--- config.mk ---
export PLATFORM = sky130hd
export DESIGN_NAME = bank_stream_reader
export DESIGN_NICKNAME = d
export VERILOG_FILES = /design/src/rtl/bank_stream_reader.sv
export SDC_FILE = /design/constraint.sdc
export NUM_CORES = 1
export LEC_CHECK = 0
export CAP_MARGIN = 5
export CORE_MARGIN = 4
export CORE_UTILIZATION = 50
export DETAILED_ROUTE_END_ITERATION = 8
export GPL_ROUTABILITY_DRIVEN = 0
export GPL_TIMING_DRIVEN = 0
export HOLD_SLACK_MARGIN = 0.12
export PLACE_DENSITY = 0.91
export SYNTH_ARGS = -nofsm -noshare
export SYNTH_HDL_FRONTEND = slang
export SYNTH_SLANG_ARGS = --single-unit
--- constraint.sdc ---
create_clock -name clk -period 7.15 [get_ports clk]
set_input_delay 0.715 -clock clk [delete_from_list [all_inputs] [get_ports clk]]
set_output_delay 0.715 -clock clk [all_outputs]
set_load 0.01 [all_outputs]
--- src/rtl/bank_stream_reader.sv ---
// ============================================================================
//  Module      : bank_stream_reader
//  Description : Reads a burst of coefficients from a synchronous bank
//                (1-cycle read latency) starting at base_addr and streams them
//                out over a valid/ready interface through a 2-entry FIFO.
//                Reads are throttled so the FIFO can never overflow, and a
//                full-throughput stream of one beat per cycle is sustained
//                when the consumer is always ready.
//  Ports       : clk, rst          - clock, synchronous active-high reset
//                start, base_addr,
//                len               - burst request (len = 0 .. 2^ADDR_WIDTH)
//                addr_read         - bank read address (held when idle)
//                bank_data         - bank read data, one cycle after address
//                m_data, m_valid,
//                m_ready, m_last   - output stream
//                busy, done        - burst in progress / completion pulse
//  Revision    : 1.0 - initial release
// ============================================================================
`default_nettype none

module bank_stream_reader #(
   parameter int DATA_WIDTH = 54,
   parameter int ADDR_WIDTH = 10
) (
   input  logic                  clk,
   input  logic                  rst,
   input  logic                  start,
   input  logic [ADDR_WIDTH-1:0] base_addr,
   input  logic [ADDR_WIDTH:0]   len,
   output logic [ADDR_WIDTH-1:0] addr_read,
   input  logic [DATA_WIDTH-1:0] bank_data,
   output logic [DATA_WIDTH-1:0] m_data,
   output logic                  m_valid,
   input  logic                  m_ready,
   output logic                  m_last,
   output logic                  busy,
   output logic                  done
);

   typedef enum logic [1:0] {
      IDLE  = 2'd0,
      READ  = 2'd1,
      DRAIN = 2'd2
   } state_t;

   localparam logic [ADDR_WIDTH:0] LEN_ONE = {{ADDR_WIDTH{1'b0}}, 1'b1};

   state_t                  state;
   state_t                  state_next;
   logic [ADDR_WIDTH-1:0]   next_addr;      // address of the next read to issue
   logic [ADDR_WIDTH-1:0]   held_addr;      // last issued address
   logic [ADDR_WIDTH:0]     issue_left;     // reads still to issue
   logic                    inflight;       // read issued last cycle
   logic                    inflight_last;  // that read is the final one
   logic [DATA_WIDTH-1:0]   fifo_data [2];
   logic [1:0]              fifo_last;
   logic                    wr_ptr;
   logic                    rd_ptr;
   logic [1:0]              fifo_count;
   logic                    done_r;

   logic                    accept;         // start accepted with non-zero len
   logic                    issue;
   logic                    pop;
   logic                    pop_last;
   logic [2:0]              occupancy;

   always_comb begin
      accept    = !rst && (state == IDLE) && start && (len != '0);
      pop       = !rst && (fifo_count != 2'd0) && m_ready;
      pop_last  = pop && fifo_last[rd_ptr];
      // Slots already claimed after this cycle's pop; a new read needs a free
      // slot for when its data lands next cycle.
      occupancy = 3'(fifo_count) + 3'(inflight) - 3'(pop);
      issue     = !rst && (state == READ) && (issue_left != '0) && (occupancy < 3'd2);
   end

   always_comb begin
      state_next = state;
      case (state)
         IDLE:    if (accept) state_next = READ;
         READ:    if (issue && (issue_left == LEN_ONE)) state_next = DRAIN;
         DRAIN:   if (pop_last) state_next = IDLE;
         default: state_next = IDLE;
      endcase
   end

   // The issuing address is presented in the same cycle the read is issued,
   // so the bank returns its data exactly one cycle later.
   assign addr_read = rst ? '0 : (issue ? next_addr : held_addr);
   assign m_data    = fifo_data[rd_ptr];
   assign m_valid   = !rst && (fifo_count != 2'd0);
   assign m_last    = !rst && (fifo_count != 2'd0) && fifo_last[rd_ptr];
   assign busy      = !rst && (state != IDLE);
   assign done      = !rst && done_r;

   always_ff @(posedge clk) begin
      if (rst) begin
         state         <= IDLE;
         next_addr     <= '0;
         held_addr     <= '0;
         issue_left    <= '0;
         inflight      <= 1'b0;
         inflight_last <= 1'b0;
         fifo_last     <= 2'b00;
         wr_ptr        <= 1'b0;
         rd_ptr        <= 1'b0;
         fifo_count    <= 2'd0;
         done_r        <= 1'b0;
      end else begin
         state  <= state_next;
         done_r <= pop_last || ((state == IDLE) && start && (len == '0));

         if (accept) begin
            next_addr  <= base_addr;
            issue_left <= len;
         end else if (issue) begin
            next_addr  <= next_addr + 1'b1;
            issue_left <= issue_left - 1'b1;
         end

         if (issue) held_addr <= next_addr;

         inflight      <= issue;
         inflight_last <= issue && (issue_left == LEN_ONE);

         if (inflight) begin
            fifo_last[wr_ptr] <= inflight_last;
            wr_ptr            <= ~wr_ptr;
         end
         if (pop) rd_ptr <= ~rd_ptr;

         fifo_count <= fifo_count + 2'(inflight) - 2'(pop);
      end
   end

   // Data storage needs no reset: validity is tracked by fifo_count.
   always_ff @(posedge clk) begin
      if (!rst && inflight) fifo_data[wr_ptr] <= bank_data;
   end

endmodule

`default_nettype wire
======== Word-level counts from Yosys, hierarchy flattened ========
Memories as Yosys holds them, arrays and structs flattened. A register that Yosys moved wholly into a read port is not among the register bits.
Index checks and enable logic that the tools add are counted.
storage, ports and cells
  RAM bits ................................ 108
  input port bits ......................... 79
  register bits ........................... 42
  memories ................................ 1
memories
  memory     depth  width  read ports  clocked after Yosys merged registers in  write ports  RTL line  text
  fifo_data  2      54     1           1                                        1            55        logic [DATA_WIDTH-1:0] fifo_data [2];
cells by class
  mux-type cells .......................... 19
  bitwise logic cells ..................... 2
  reduce and logical (&&, ||, !) cells .... 27
  eq/ne operators ......................... 6
  add/subtract/negate cells ............... 6
  order comparisons ....................... 4
operators with widths
  cell                     number
  $mux W10                 4
  $mux W11                 2
  $reduce_bool A11 Y1      2
  $logic_and A1 B1 Y1      17
  $eq A11 B1 Y1 const B    1
  $logic_not A11 Y1        1
  $sub A11 B1 Y11 const B  1
  $add A10 B1 Y10 const B  1
  $mux W1                  7
  $mux W2                  3
  $pmux W2 S3              1
  $reduce_bool A2 Y1       3
  $lt A1 B2 Y1 const B     2
  $ne A2 B2 Y1 const B     2
  $add A2 B1 Y3            1
  $lt A3 B2 Y1 const B     1
  $reduce_and A3 Y1        1
  $sub A3 B1 Y3            1
  $add A2 B1 Y2            1
  $bwmux W2                1
  $eq A2 B1 Y1 const B     1
  $eq A2 B2 Y1 const B     1
  $logic_not A2 Y1         1
  $ne A2 B1 Y1 const B     1
  other kinds (6)          7

======== Logic depth before layout (Yosys ltp) ========
  word-level depth ........................ 9
  gate-level depth with buffers ........... 15

======== Least setup slack after synthesis ========
No wires, ideal clock.
  kind .................................... in2reg
  start ................................... in rst
  end ..................................... mem fifo_data[0][0] (enable)
  library setup time ...................... 0.544 ns
  cell stages on the path ................. 3
  path buffers ............................ 2
  arrival ................................. 5.064 ns
  setup slack ............................. 1.542 ns
  data required time ...................... 6.606 ns
  cells stage by stage .................... buf_2 -> buf_1 -> nor3b_1
between the ends
  word-level cells in the longest chain between the ends .. 4
RTL lines
  item                           RTL line  text
  from (decl)                    26        input logic rst,
  $logic_not A1 Y1               139       if (!rst && inflight) fifo_data[wr_ptr] <= bank_data;
  $logic_and A1 B1 Y1            139
  $mux W1                        139
  $mux W1 (not written as such)  139
  to (decl)                      55
Every way passes these cells.

======== Worst setup path after layout ========
  start ................................... in rst
  end ..................................... out addr_read[2]
between the ends
  word-level cells in the longest chain between the ends .. 8
RTL lines
  item                              RTL line  text
  $logic_not A1 Y1                  70        pop = !rst && (fifo_count != 2'd0) && m_ready;
  $logic_and A1 B1 Y1 (2 in a row)  70
  net pop                           64        logic pop;
  $sub A3 B1 Y3                     74        occupancy = 3'(fifo_count) + 3'(inflight) - 3'(pop);
  net occupancy[1]                  66        logic [2:0] occupancy;
  $lt A3 B2 Y1                      75        issue = !rst && (state == READ) && (issue_left != '0) && (occupancy < 3'd2);
  $logic_and A1 B1 Y1               75
  $mux W10                          --
  $mux W10                          90        assign addr_read = rst ? '0 : (issue ? next_addr : held_addr);
  to (decl)                         30        output logic [ADDR_WIDTH-1:0] addr_read,
The timed path passes the listed nets, and every way through them passes these cells.

==> metrics.csv <==
metric,value,unit
relSlewSlack,0.376,
cts.path.max_buffers,2,
startpoint_type,primary input,
postCtsResizedCells,0,
antenna_left,0,
cp_top_family,buffers and inverters,
yosysTopAreaCellShare,0.523,
cts_buffers,17,
insertedDiodeCount,0,
drc_errors,0,
coreArea,12100,um^2
areaGrowthSynthToFinish,37.1,%
grt_use_total,0.219,
synth-seq-cells,151,
arrival,5.15,ns
nNetsFinal,702,
cp.buffers_inverters,8,
seq_area_frac_synth,0.661,
cts_sinks,151,
status,"complete, no violations",
seq_area,4100,um^2
antenna_found_initial,0,
worstMarginPinSlew,0.933,ns
viasPerCell,5.52,
ys_types,57,
fillers,793,
die_h,119,um
wirelength,15300,um
slew_viol_final,0,
synth_warnings,0,
p_clk_frac,0.402,
p_leak,0.00286,uW
place_ws,1.33,ns
dieArea,14300,um^2
setup_viol,0,
period_share,0.821,
whs,0.472,ns
power_density,242,nW/um^2
avgSynthCellArea,13.9,um^2
stdcell_area,8510,um^2
synth_enable_flop_cells,108,
synth_async_sr_flop_share,0,
internal-power,1600,uW
worst_path_largest_cell_delay,0.59,ns
hpwl,10900,um
report.final.hold_viol_count,0,
synth_common_cells,"edfxtp_1, mux2_2, dfxtp_1",
io_buffers,146,
drive_above_1_share,0.173,
ir_worst_vdd,162,uV
fp.dieW,119,um
drv_cap,0,
grt_max_degree,30,
fin_setup_tns,0,ns
p_comb_frac,0.121,
crit_required,6.43,ns
synthCells,445,
cp_max_fo,10,
place_area,7970,um^2
setup_ws,1.28,ns
synth_nets,531,
p_sw_frac,0.225,
cts_tree,yes,
cp-end-kind,output port,
grt_pass1_vias,4574,
start_util,0.515,
vias,4384,
drt_iter0_drc,424,
worstPathCellList,"clkdlybuf4s50_1, buf_2, o21ba_2, nand2_1, inv_1, ha_1, inv_1, ha_1, fa_1, nor4b_2, o311ai_4, inv_4, buf_6, buf_2, nand2_1, a21oi_1, clkdlybuf4s50_1",
yosys.cell_count.top_type,edfxtp_1,
cts.clk_slew.worst_paths,0.05,ns
yosysTopAreaCell,edfxtp_1,
grt_pass1_wl,24000,um
period_needed,5.87,ns
rsz0062_at_grt,false,
finalPower,2060,uW
power.net_switching,464,uW
multi_input_area,1950,um^2
synthTopCellsByArea,"edfxtp_1, dfxtp_1, mux2_2",
rows,40,
io_pins,147,
cp_slowest_cell,clkdlybuf4s50_1,
p_seq_frac,0.477,
overflow,0,
syn_area,6210,um^2
fmax,170,MHz
cts_hold_buf,0,
synth-main-ff-cell,edfxtp_1,
clockRootBuffer,clkbuf_16,
wl_per_cell,19.2,um
drt_pre_antenna_iters,5,
cts_max_level,4,
fin_skew,0.0109,ns
crit_type,primary input to output port,
cts_setup_buffers,0,
clk_latency,0.42,ns
hold_path.class,register to register,
==> worst min-delay path, delay by kind of cell (launching register included) <==
kind | cells | cell delay (ns)
DFF | 1 | 0.29
AOI/OAI and AO/OA | 1 | 0.07
and+or+nand+nor | 1 | 0.05
==> sequential cells by signal, indices dropped and copies added, names as in the netlist, named ones only <==
| signal | count |
|---|---|
| fifo_last | 2 |
| fifo_data | 108 |
| inflight_last | 1 |
| wr_ptr | 1 |
| fifo_count | 2 |
| inflight | 1 |
| next_addr | 10 |
| issue_left | 11 |
| rd_ptr | 1 |
| held_addr | 10 |
| state | 2 |
| done_r | 1 |
==> metrics by stage <==
step,utilization,instances
floorplan,-,445
global placement,0.653,759
detailed placement,0.661,765
CTS,0.706,794
global route,0.706,794
finish,0.706,794
==> placed cells by master (no fill, tap or decap), drive strengths merged, types with 4 or more instances in the layout <==
cell type / instances
dfxtp: 43
nor2: 18
nand3: 17
buf: 22
nand2: 37
a32o: 4
a21oi: 18
mux2i: 7
mux2: 54
clkbuf: 24
clkinv: 6
inv: 16
a31oi: 6
edfxtp: 108
a31o: 6
o2111ai: 4
nor4b: 5
nor2b: 7
nor3: 8
ha: 6
clkdlybuf4s50: 146
and2: 5
or4: 4
==> layout make-up <==
cell class,instances,share of cell area
well taps,168,0.0247
multi-input cells,258,0.229
flip-flops and latches,151,0.482
inverters,16,0.00735
plain buffers,20,0.0116
repair buffers,152,0.182
clock buffers,20,0.0513
clock inverters,9,0.0125
==> per-layer routing <==
metal  vias to the layer above  part of all wire  global-route usage
met3                        21             0.082              0.0684
met5                         -                 0                   0
met1                      2111              0.39               0.255
met4                         0             0.012              0.0752
met2                       222              0.52               0.382
li1                       2030                 -                   -
==> power groups by stage <==
stage          Sequential [uW]  Clock (uW)  Combinational (uW)
3_5_place_dp               999           0                 244
6_report                   982         828                 248
5_1_grt                    985         882                 264
4_1_cts                    982         842                 246
2_1_floorplan              995           0                 131
3_3_place_gp               999           0                 230
==> cells by family after synthesis <==
kind of cell / count (synthesis) / synth area share
adders and majority gates: 7 / 0.0153
xor gates and xnor gates: 4 / 0.00565
muxes: 61 / 0.109
DFF: 151 / 0.661
and+or+nand+nor: 122 / 0.104
buffers and inverters: 36 / 0.0260
AOI/OAI and AO/OA: 64 / 0.0782
==> final timing paths <==
| path | cells after the start | endpoint | slack (ns) | startpoint |
|---|---|---|---|---|
| max | 17 | addr_read[2] | 1.28 | rst |
| min | 2 | held_addr[6]$_DFF_P_ | 0.47 | held_addr[6]$_DFF_P_ |
| max reg2reg | 11 | issue_left[7]$_SDFFE_PP0P_ | 3.46 | fifo_count[1]$_SDFF_PP0_ |
| min reg2reg | 2 | held_addr[6]$_DFF_P_ | 0.47 | held_addr[6]$_DFF_P_ |
(Power assumes the default switching activity.)
